===== config.mk =====
export PLATFORM = sky130hd
export DESIGN_NAME = detect_count_display
export DESIGN_NICKNAME = d
export VERILOG_FILES = /design/src/rtl/detect_count_display.sv
export SDC_FILE = /design/constraint.sdc
export NUM_CORES = 1
export LEC_CHECK = 0
export CORE_ASPECT_RATIO = 1.1
export CORE_MARGIN = 2
export CORE_UTILIZATION = 49
export DETAILED_ROUTE_END_ITERATION = 7
export PLACE_DENSITY = 0.76
export SYNTH_ARGS = -nofsm -noshare
export SYNTH_HDL_FRONTEND = slang
export SYNTH_SLANG_ARGS = --single-unit

===== constraint.sdc =====
create_clock -name clk -period 1.85 [get_ports clk]
set_input_delay 0.185 -clock clk [delete_from_list [all_inputs] [get_ports clk]]
set_output_delay 0.185 -clock clk [all_outputs]
set_load 0.01 [all_outputs]

===== src/rtl/detect_count_display.sv =====
// ---------------------------------------------------------------------------
// detect_count_display
//
// Counts detections of the 101101 sequence detector and shows the running BCD
// count on a 4-digit multiplexed seven-segment display.
// The step clock (sd_clk) and the detector output (Z) are asynchronous to clk.
// Each is synchronised here before use.
//
// A detection is counted on a rising edge of the synchronised step clock.
// It is counted only if Z was high in the clk cycle before that edge was seen.
// That Z value is the detector output belonging to the step that just ended.
//
// Parameters
//   SCAN_BITS  refresh counter width; the display advances one digit on wrap
//   SYNC_STG   synchroniser depth for sd_clk and Z (minimum 2)
//
// Ports
//   clk        board clock (50 MHz)
//   reset      asynchronous, active-high; clears all state
//   sd_clk     step clock of the sequence detector (asynchronous)
//   Z          detector output, high for one step per detection (asynchronous)
//   Q          detector present state, shown only with SHOW_STATE_EN
//   an         digit enables, active-low, one-hot-low
//   seg        segments {g,f,e,d,c,b,a}, active-low
//   dp         decimal point, active-low; lit on digit 0 while Z is high
//   count_bcd  {thousands,hundreds,tens,units} BCD count
//   ovf        sticky wrap flag
//
// Build option
//   SHOW_STATE_EN  When defined, digit 3 shows Q, and the count is limited to
//                  3 digits (000-999). When undefined, the full 4-digit count
//                  is shown.
// ---------------------------------------------------------------------------
module detect_count_display #(
    parameter int SCAN_BITS = 16,
    parameter int SYNC_STG  = 2
) (
    input  logic        clk,
    input  logic        reset,
    input  logic        sd_clk,
    input  logic        Z,
    input  logic [2:0]  Q,
    output logic [3:0]  an,
    output logic [6:0]  seg,
    output logic        dp,
    output logic [15:0] count_bcd,
    output logic        ovf
);

`ifdef SHOW_STATE_EN
    localparam int NDIG = 3;
`else
    localparam int NDIG = 4;
`endif

    function automatic logic [6:0] seg_decode(input logic [3:0] v);
        logic [6:0] s;
        case (v)
            4'd0:    s = 7'b1000000;
            4'd1:    s = 7'b1111001;
            4'd2:    s = 7'b0100100;
            4'd3:    s = 7'b0110000;
            4'd4:    s = 7'b0011001;
            4'd5:    s = 7'b0010010;
            4'd6:    s = 7'b0000010;
            4'd7:    s = 7'b1111000;
            4'd8:    s = 7'b0000000;
            4'd9:    s = 7'b0010000;
            default: s = 7'b1111111;
        endcase
        return s;
    endfunction

    logic [SYNC_STG-1:0]  sd_sync_q, sd_sync_d;
    logic [SYNC_STG-1:0]  z_sync_q, z_sync_d;
    logic [SYNC_STG-1:0]  valid_q, valid_d;
    logic                 sd_prev_q, sd_prev_d;
    logic                 z_prev_q, z_prev_d;
    logic [15:0]          cnt_q, cnt_d;
    logic                 ovf_q, ovf_d;
    logic [SCAN_BITS-1:0] scan_q, scan_d;
    logic [1:0]           sel_q, sel_d;
    logic [3:0]           an_q, an_d;
    logic [6:0]           seg_q, seg_d;
    logic                 dp_q, dp_d;

    logic                 sd_s, z_s, sd_valid, step_edge, scan_wrap, carry;
    logic [3:0]           digit;

    assign sd_s      = sd_sync_q[SYNC_STG-1];
    assign z_s       = z_sync_q[SYNC_STG-1];
    // The synchroniser outputs only carry real samples once SYNC_STG clocks
    // have passed since reset.
    assign sd_valid  = valid_q[SYNC_STG-1];
    // sd_prev resets high and only follows valid samples. As a result, a
    // step clock that is already high at reset release is not seen as an
    // edge. It must first be observed low.
    assign step_edge = sd_valid & sd_s & ~sd_prev_q;
    assign scan_wrap = &scan_q;

    always_comb begin
        sd_sync_d = {sd_sync_q[SYNC_STG-2:0], sd_clk};
        z_sync_d  = {z_sync_q[SYNC_STG-2:0], Z};
        valid_d   = {valid_q[SYNC_STG-2:0], 1'b1};
        sd_prev_d = sd_valid ? sd_s : sd_prev_q;
        z_prev_d  = z_s;

        // BCD ripple increment; carry out of the top digit is a wrap
        cnt_d = cnt_q;
        ovf_d = ovf_q;
        carry = step_edge & z_prev_q;
        for (int i = 0; i < NDIG; i++) begin
            if (carry) begin
                if (cnt_q[4*i +: 4] == 4'd9) begin
                    cnt_d[4*i +: 4] = 4'd0;
                end else begin
                    cnt_d[4*i +: 4] = cnt_q[4*i +: 4] + 4'd1;
                    carry = 1'b0;
                end
            end
        end
        if (carry) begin
            ovf_d = 1'b1;
        end

        scan_d = scan_q + SCAN_BITS'(1);
        sel_d  = scan_wrap ? sel_q + 2'd1 : sel_q;

        // an, seg and dp all derive from the same sel_q and are registered
        // together, so a digit change never shows mixed data
        digit = cnt_q[{sel_q, 2'b00} +: 4];
`ifdef SHOW_STATE_EN
        // Q comes from a slow step-clock domain. A rare one-cycle glitch on
        // the display is harmless, so Q is not synchronised.
        if (sel_q == 2'd3) begin
            digit = {1'b0, Q};
        end
`endif
        an_d  = ~(4'b0001 << sel_q);
        seg_d = seg_decode(digit);
        dp_d  = ~((sel_q == 2'd0) & z_s);
    end

`ifndef SHOW_STATE_EN
    logic unused_q;
    assign unused_q = ^Q;
`endif

    always_ff @(posedge clk or posedge reset) begin
        if (reset) begin
            sd_sync_q <= '0;
            z_sync_q  <= '0;
            valid_q   <= '0;
            sd_prev_q <= 1'b1;
            z_prev_q  <= 1'b0;
            cnt_q     <= 16'h0000;
            ovf_q     <= 1'b0;
            scan_q    <= '0;
            sel_q     <= 2'd0;
            an_q      <= 4'b1110;
            seg_q     <= 7'b1000000;
            dp_q      <= 1'b1;
        end else begin
            sd_sync_q <= sd_sync_d;
            z_sync_q  <= z_sync_d;
            valid_q   <= valid_d;
            sd_prev_q <= sd_prev_d;
            z_prev_q  <= z_prev_d;
            cnt_q     <= cnt_d;
            ovf_q     <= ovf_d;
            scan_q    <= scan_d;
            sel_q     <= sel_d;
            an_q      <= an_d;
            seg_q     <= seg_d;
            dp_q      <= dp_d;
        end
    end

    assign an        = an_q;
    assign seg       = seg_q;
    assign dp        = dp_q;
    assign count_bcd = cnt_q;
    assign ovf       = ovf_q;

endmodule


==> run metrics, run 1 <==
status complete, no violations; HP Class input pin to async pin; DR pass1 iterations 4; worst skew pair latency 0.31 ns; metal3 WL around 140 µm; WP data arrival between 1.5 and 2 ns; routed length per instance 13.23 µm; fin nets 283; routed wl met2 2071 µm; Clock Power Share 0.244; fraction of layout cells with a size suffix above 1 0.2097; CTS tree yes; Critical Path Fanout Max 4; cells after synthesis 211; DR DRC count 0; Switching Fraction 0.2943; ys flop type dfrtp_1; root buf cell clkbuf_8; WL final approximately 4300 µm; post-synthesis async set-or-reset flop share 1.000; Synth cell types 48; Die Y 80.09 µm; die footprint 5860 µm²; Max Cap Violations 0; Setup crit end kind register; sequential fraction of the synthesis area 0.5366; # placed instances 315; initial antenna violation count 0; fmax around 590 MHz; pwr/cell area between 1000 and 1500 nW/µm²; fin crit share 0.9196; grt ovf 0; Synth area leaders dfrtp_1, xnor2_1, dfstp_2; Slew Limit Fails 0; Pleak 1.403 nW; # fillers 392; largest net degree at the start of global routing 27; cts hold-fix bufs 0; Internal Pwr Total 2.381 mW; Area Overhead vs Synth 24.50%; GPL Wtd Cong 0.7959; Final Critical Period 1.701 ns; WP data required about 2.0 ns; Post-synth EDFFs 0; Post-Syn Area per Cell 12.22 µm²; Worst VDD drop 0.0006010 V; synthesized cell area between 2000 and 3000 µm²; Via-to-Cell Ratio around 5.2; wl on met1 2060 µm; GRT Total Usage 0.1682; Starting Density 0.5123; hold_ws 0.1845 ns; register share of total power 0.420; Placed Area 3080 µm²; CTS max path bufs 2; CP Launch Type register; Synth top cells by count dfrtp_1, inv_1, xnor2_1; post-route ant nets 0; CTS Buf Count 5; clk slew on worst S/H paths roughly 0.1 ns; Setup Viol. Count Final 0; worst clock skew 0.009282 ns; vias 1697; synth warn 0; Fin. Hold Viols 0; CTS H-Tree Depth 2; CTS sink cnt 55; Yosys reg bits between 50 and 60; DRC violation total after the first TritonRoute iteration 73; total core area 5034 µm²; RSZ-0062 raised after global routing false; Site Rows 27; port buffer count 32; Mapped Nets 228; NetSw ~1000 µW; most frequent cell after synthesis dfrtp_1; vias in the first global route 1687; Crit Path Category register to register; Post-Layout Cell Count between 300 and 400; first-pass GRT wire length 7603 µm; top layer in use met4; Comb pwr share 0.336; antenna fix cells 0; Yosys top cell by area dfrtp_1; design area approximately 3200 µm²; chip width 73.17 µm; setup_tns 0 ns; HPWL after DPL ~3300 µm; I/O pin cnt 36; top-area cell type share of the netlist area 0.4755
==> registers in the layout (all words and copies together) (netlist names) <==
signal     flops
count_bcd     16
sd_prev_q      1
z_sync_q       2
an             4
sel_q          2
sd_sync_q      2
valid_q        2
seg            7
scan_q        16
dp             1
z_prev_q       1
ovf            1
==> final cells by class <==
cell class / instances / area, µm² / share of cell area
sequential: 55 / 1384 / 0.4310
multi-input combinational: 130 / 1070 / 0.3332
timing repair buffer: 52 / 483.0 / 0.1504
inverter: 22 / 82.58 / 0.02572
tap: 58 / 72.57 / 0.02260
clock buffer: 5 / 68.82 / 0.02143
clock inverter: 3 / 50.05 / 0.01559
==> path summary, 6_finish.rpt <==
kind	depth (start not counted)	end	start	slack (ns)
max	5	seg[5]	sel_q[0]	0.15
min	2	sd_sync_q[0]	reset	0.18
max reg2reg	5	seg[5]	sel_q[0]	0.15
min reg2reg	0	valid_q[1]	valid_q[0]	0.36
max in group asynchronous	3	seg[6]	reset	1.08
min in group clk	1	z_sync_q[0]	Z	0.30
==> placed cells by master (no fill, tap or decap), types with 2 or more instances in the layout <==
cell type | Yosys | routed
nand2b_1 | 5 | 5
and3_1 | 3 | 3
nand3_1 | 10 | 10
mux4_2 | 4 | 5
clkdlybuf4s50_1 | 0 | 32
clkbuf_8 | 0 | 5
nand4_1 | 4 | 4
dfrtp_1 | 49 | 49
buf_4 | 0 | 19
nor3b_1 | 2 | 2
dfstp_2 | 6 | 6
o21ai_0 | 6 | 6
xnor2_1 | 19 | 19
nor2_2 | 2 | 2
inv_2 | 1 | 2
and4_1 | 2 | 2
nand2_1 | 13 | 13
inv_1 | 21 | 20
nor2_1 | 9 | 9
a21oi_1 | 5 | 5
nand3_2 | 3 | 3
xor2_1 | 5 | 5
ha_1 | 10 | 10
a21oi_2 | 2 | 2
a22o_1 | 2 | 2
==> routing by layer <==
layer / up-vias / global-route usage
met1: 833 / 0.2247
met3: 2 / 0.04642
met4: 0 / 0.04630
met5: - / 0
met2: 32 / 0.2685
li1: 830 / -
==> repair_timing <==
item / CTS / global route
resized for setup: 0 / 1
buffers inserted: 0 / 2
endpoints found under the setup margin: 0 / 3
endpoints found under the hold margin: 0 / 0
==> logic make-up (layout without fill, tap and decap cells) <==
logic type                 Yosys count  after routing  synth area share
AOI/OAI and AO/OA                   26             26           0.07376
and+or+nand+nor                     61             61            0.1514
DFF                                 55             55            0.5366
xor gates and xnor gates            24             24           0.08151
adders and majority gates           10             10           0.04852
muxes                                8              8           0.05968
buffers and inverters               26             82           0.04706
other                                1              1          0.001454
==> power groups by stage <==
stage                     registers [mW]  logic [mW]  clock network (mW)
after floorplan                     1.54       0.541                   0
after global placement              1.44        1.07                   0
after detailed placement            1.45        1.10                   0
after CTS                           1.42        1.11               0.844
after global routing                1.43        1.25               0.893
final                               1.42        1.13               0.823
==> through the flow <==
stage | utilization | total power [mW] | worst slack, ns
4_1_cts | 0.6356 | 3.370 | 0.07135
3_5_place_dp | 0.6120 | 2.544 | 0.09786
2_1_floorplan | - | 2.078 | 0.06889
6_report | 0.6378 | 3.373 | 0.1487
3_3_place_gp | 0.6120 | 2.516 | 0.1047
5_1_grt | 0.6378 | 3.581 | 0.03579
==> worst max-delay path, stage by stage (launching register included) <==
cell	delay (ns)
dfrtp_1	0.44
mux4_2	0.57
buf_4	0.17
ha_1	0.18
nor2_1	0.16
a21oi_1	0.06
Note: power is estimated with default switching activity, not from simulation.
==> run 2, diff against run 1 <==
CAP_MARGIN = 20   (was not set)
==> results of run 2 <==
No change in the layout: final DEF, timing and power equal those of run 1.
